--- config.mk ---
export PLATFORM = sky130hd
export DESIGN_NAME = sw_conditioner
export DESIGN_NICKNAME = d
export VERILOG_FILES = /design/src/rtl/sw_conditioner.sv
export SDC_FILE = /design/constraint.sdc
export NUM_CORES = 1
export LEC_CHECK = 0
export BUFFER_PORTS_ARGS = -buffer_cell sky130_fd_sc_hd__buf_2
export CAP_MARGIN = 5
export CORE_MARGIN = 3
export CORE_UTILIZATION = 35
export CTS_BUF_LIST = sky130_fd_sc_hd__clkbuf_16
export CTS_CLUSTER_DIAMETER = 60
export CTS_CLUSTER_SIZE = 25
export DETAILED_ROUTE_END_ITERATION = 12
export GPL_TIMING_DRIVEN = 0
export PLACE_DENSITY_LB_ADDON = 0.12
export SYNTH_ARGS = -nofsm -noshare
export SYNTH_HDL_FRONTEND = slang
export SYNTH_SLANG_ARGS = --single-unit
--- constraint.sdc ---
create_clock -name clk -period 1.3 [get_ports clk]
set_input_delay 0.13 -clock clk [delete_from_list [all_inputs] [get_ports clk]]
set_output_delay 0.13 -clock clk [all_outputs]
set_load 0.02 [all_outputs]
--- src/rtl/sw_conditioner.sv ---
// sw_conditioner: synchronise, debounce and frame-align game switches to the falling edge of game_clk.
// Define SW_DEBOUNCE_EN to enable the debounce counter; without it, synchronised inputs are accepted directly.
module sw_conditioner #(
    parameter int N_SW      = 3,
    parameter int DB_CYCLES = 1_000_000,
    parameter int CNT_W     = $clog2(DB_CYCLES + 1)
) (
    input  logic            clk,
    input  logic            rst_n_debounced,
    input  logic            game_clk,
    input  logic [N_SW-1:0] sw_raw,
    output logic [N_SW-1:0] sw_level,
    output logic [N_SW-1:0] sw_rise,
    output logic [N_SW-1:0] sw_fall,
    output logic            frame_tick
);
    logic [N_SW-1:0] s_meta, s_sync, stable, stable_next;
    logic [N_SW-1:0] ev_rise, ev_fall, pend_rise, pend_fall;
    logic            g1, g2, g3, gfall;

    always_ff @(posedge clk or negedge rst_n_debounced)
        if (!rst_n_debounced) begin
            s_meta <= '0;
            s_sync <= '0;
            g1     <= 1'b0;
            g2     <= 1'b0;
            g3     <= 1'b0;
        end else begin
            s_meta <= sw_raw;
            s_sync <= s_meta;
            g1     <= game_clk;
            g2     <= g1;
            g3     <= g2;
        end

`ifdef SW_DEBOUNCE_EN
    for (genvar i = 0; i < N_SW; i++) begin : g_db
        logic [CNT_W-1:0] cnt;
        logic             done;
        assign done           = cnt == CNT_W'(DB_CYCLES - 1);
        assign stable_next[i] = (s_sync[i] != stable[i] && done) ? s_sync[i] : stable[i];
        always_ff @(posedge clk or negedge rst_n_debounced)
            if (!rst_n_debounced) cnt <= '0;
            else                  cnt <= (s_sync[i] == stable[i] || done) ? '0 : cnt + 1'b1;
    end
`else
    assign stable_next = s_sync;
`endif

    assign gfall   = g3 & ~g2;
    assign ev_rise = stable_next & ~stable;
    assign ev_fall = stable & ~stable_next;

    // Events landing on the transfer cycle go straight to the outputs, never into pending.
    always_ff @(posedge clk or negedge rst_n_debounced)
        if (!rst_n_debounced) begin
            stable     <= '0;
            pend_rise  <= '0;
            pend_fall  <= '0;
            sw_level   <= '0;
            sw_rise    <= '0;
            sw_fall    <= '0;
            frame_tick <= 1'b0;
        end else begin
            stable     <= stable_next;
            pend_rise  <= gfall ? '0 : pend_rise | ev_rise;
            pend_fall  <= gfall ? '0 : pend_fall | ev_fall;
            frame_tick <= gfall;
            if (gfall) begin
                sw_rise  <= pend_rise | ev_rise;
                sw_fall  <= pend_fall | ev_fall;
                sw_level <= stable_next;
            end
        end
endmodule
==> flow_summary.json <==
{
  "status": "completed",
  "drt_iter0_markers": 6,
  "worstSetupPathType": "reg -> reg",
  "finalInstanceArea_um2": 1170,
  "globalRouteOverflowTotal": 0,
  "wire_per_inst_um": 10.5,
  "clock_sinks": 28,
  "clk_pin_slew_ns": 0.06,
  "grt_setup_unrepaired": "no",
  "synthesis.nets": 74,
  "crit_fanout": 10,
  "synth_adder_area_share_pct": 0,
  "hold_viol": 0,
  "min_to": "s_sync[1]$_DFF_PN0_",
  "num-fill-cells": 231,
  "worstPathArrival_ns": 1.17,
  "synth_top_area_cell": "dfrtp_1",
  "grtUsageTotal_pct": 9.46,
  "worst_pin_slew_ns": 0.587,
  "worstSetupStartpointType": "flop",
  "cts_tree": "built",
  "synth.area.top_cells": "dfrtp_1 (75%), o21ai_2 (7.5%), nand2_1 (3.6%)",
  "min_period_ns": 1.03,
  "rr_endpoint": "pend_fall[0]$_DFF_PN0_",
  "io_pins": 16,
  "die_y_um": 57.6,
  "p_leak_uw": 0.000588,
  "period_share_pct": 79.5,
  "cap_violations": 0,
  "cts_resized": 0,
  "synth.distinct_cells": 9,
  "holdPathStages": 0,
  "synth_xor_area_share_pct": 0,
  "clockRootBuffer": "clkbuf_16",
  "min_from": "s_meta[1]$_DFF_PN0_",
  "r2r_slack_ns": 0.27,
  "antennaDiodeCount": 0,
  "grt_pass1_vias": 543,
  "synthCells": 68,
  "numPortBuffers": 15,
  "hpwlAfterDp_um": 867,
  "slew-limit-headroom_pct": 60.8,
  "endpoint_kind": "flop",
  "synth_compound_area_share_pct": 11.3,
  "viasPerCell": 4.34,
  "setup-violations-final": 0,
  "slew_violations": 0,
  "row_count": 18,
  "firstDrtPassIters": 4,
  "synth_warnings": 0,
  "timing.fmax_mhz": 968,
  "area_growth_syn_to_layout_pct": 25.5,
  "drive_above_1_share_pct": 31.9,
  "clock_path_buffers": 2,
  "yosysSeqAreaShare_pct": 75.2,
  "cp.required_ns": 1.44,
  "htree_levels": 1,
  "initial_core_util_pct": 37.3,
  "tns_ns": 0,
  "grt_max_degree": 29,
  "cts_made_buffers": 3,
  "holdBufCountCts": 5,
  "synthSimpleGateAreaFrac_pct": 7.52,
  "cts_setup_buffers": 0,
  "antenna_left": 0,
  "routed_wl_mm": 1.27,
  "synth_top_area_share_pct": 75.2,
  "drc": 0,
  "dr_total_vias": 525,
  "ys_seq_elements": 28,
  "dieArea_um2": 3320,
  "vdd_drop_max_mv": 1.19,
  "synth_mux_area_share_pct": 0,
  "holdCritPathClass": "reg -> reg",
  "antenna_found_initial": 0,
  "synth.avg_cell_area_um2": 13.7,
  "synth_area_um2": 932,
  "reg2reg_depth": 4,
  "insertion_delay_ns": 0.25,
  "place_area_um2": 1040,
  "gp_congestion": 0.705,
  "fin_nets": 99,
  "clock_skew_ns": 0.00113,
  "synth_top_family_by_area": "compound AO/OA/AOI/OAI gates",
  "power_density_nw_per_um2": 1610,
  "die_w_um": 57.6,
  "core_um2": 2500,
  "grt_pass1_wl_mm": 2.36,
  "finalPower_uw": 1880,
  "timing.rr.start": "g2$_DFF_PN0_"
}
## report_power, final
group	internal [µW]	switching, µW
combinational	91.5	148
sequential	954	33.5
clock	407	251
## layout make-up
| type | instances | area [µm²] | share of cell area [%] |
|---|---|---|---|
| flip-flops and latches | 28 | 701 | 59.9 |
| multi-input cells | 31 | 175 | 15.0 |
| repair buffers | 20 | 125 | 10.7 |
| clock buffers | 3 | 75.1 | 6.42 |
| well taps | 30 | 37.5 | 3.21 |
| plain buffers | 2 | 30.0 | 2.57 |
| inverters | 7 | 26.3 | 2.25 |
## kinds of logic (layout without fill, tap and decap cells)
group / Yosys count / in the layout
flip-flops: 28 / 28
AO/OA/AOI/OAI: 15 / 15
AND/OR/NAND/NOR: 16 / 16
buffers and inverters: 9 / 32
## synthesized netlist by cell type
cell type and n:
o21ai_2 8, inv_1 7, buf_8 2, nor2_1 6, nand2_1 9, o21ai_0 1, nand2b_4 1, a21oi_1 6
dfrtp_1 28
## per-layer routing
| layer | track usage, % | part of all wire [%] | vias up |
|---|---|---|---|
| li1 | - | - | 259 |
| met3 | 4.75 | 6.5 | 2 |
| met5 | 0 | 0 | - |
| met1 | 11.2 | 46 | 251 |
| met4 | 1.99 | 0.94 | 0 |
| met2 | 15.5 | 46 | 13 |
## critical path, cell delays in order, from the launching register on
cell,delay (ns)
dfrtp_1,0.37
nand2b_4,0.14
buf_8,0.14
inv_1,0.18
nor2_1,0.08
## flip-flops by register name, indices dropped and copies added, names as in the netlist, 3 cells and up
signal	count
pend_rise	3
s_sync	3
sw_rise	3
sw_fall	3
s_meta	3
sw_level	3
stable	3
pend_fall	3
## through the flow
stage	utilization, %	std cells	hold slack (ns)	worst slack [ns]
global route	46.8	121	0.358	0.192
floorplan	-	68	-0.166	0.318
finish	46.8	121	0.348	0.267
global placement	41.8	113	0.181	0.247
CTS	46.8	121	0.349	0.238
detailed placement	41.8	113	0.179	0.249
## placed cells by master (no fill, tap or decap), drive strengths merged
cell type / Yosys / routed
o21ai: 9 / 9
nand2b: 1 / 1
clkbuf: 0 / 3
a21oi: 6 / 6
buf: 2 / 17
nor2: 6 / 6
nand2: 9 / 9
dfrtp: 28 / 28
dlygate4sd3: 0 / 5
inv: 7 / 7
## worst max-delay path by stage
stage,slack (ns),cells past startpoint,endpoint,startpoint
2_1_floorplan,0.32,5,sw_fall[0]$_DFFE_PN0P_,g2$_DFF_PN0_
5_1_grt,0.19,4,pend_rise[2]$_DFF_PN0_,g2$_DFF_PN0_
4_1_cts,0.24,4,pend_fall[0]$_DFF_PN0_,g2$_DFF_PN0_
6_report,0.27,4,pend_fall[0]$_DFF_PN0_,g2$_DFF_PN0_
3_5_place_dp,0.25,4,pend_fall[0]$_DFF_PN0_,g2$_DFF_PN0_
3_3_place_gp,0.25,4,pend_fall[0]$_DFF_PN0_,g2$_DFF_PN0_
No activity file was read; power rests on OpenSTA's default activity.
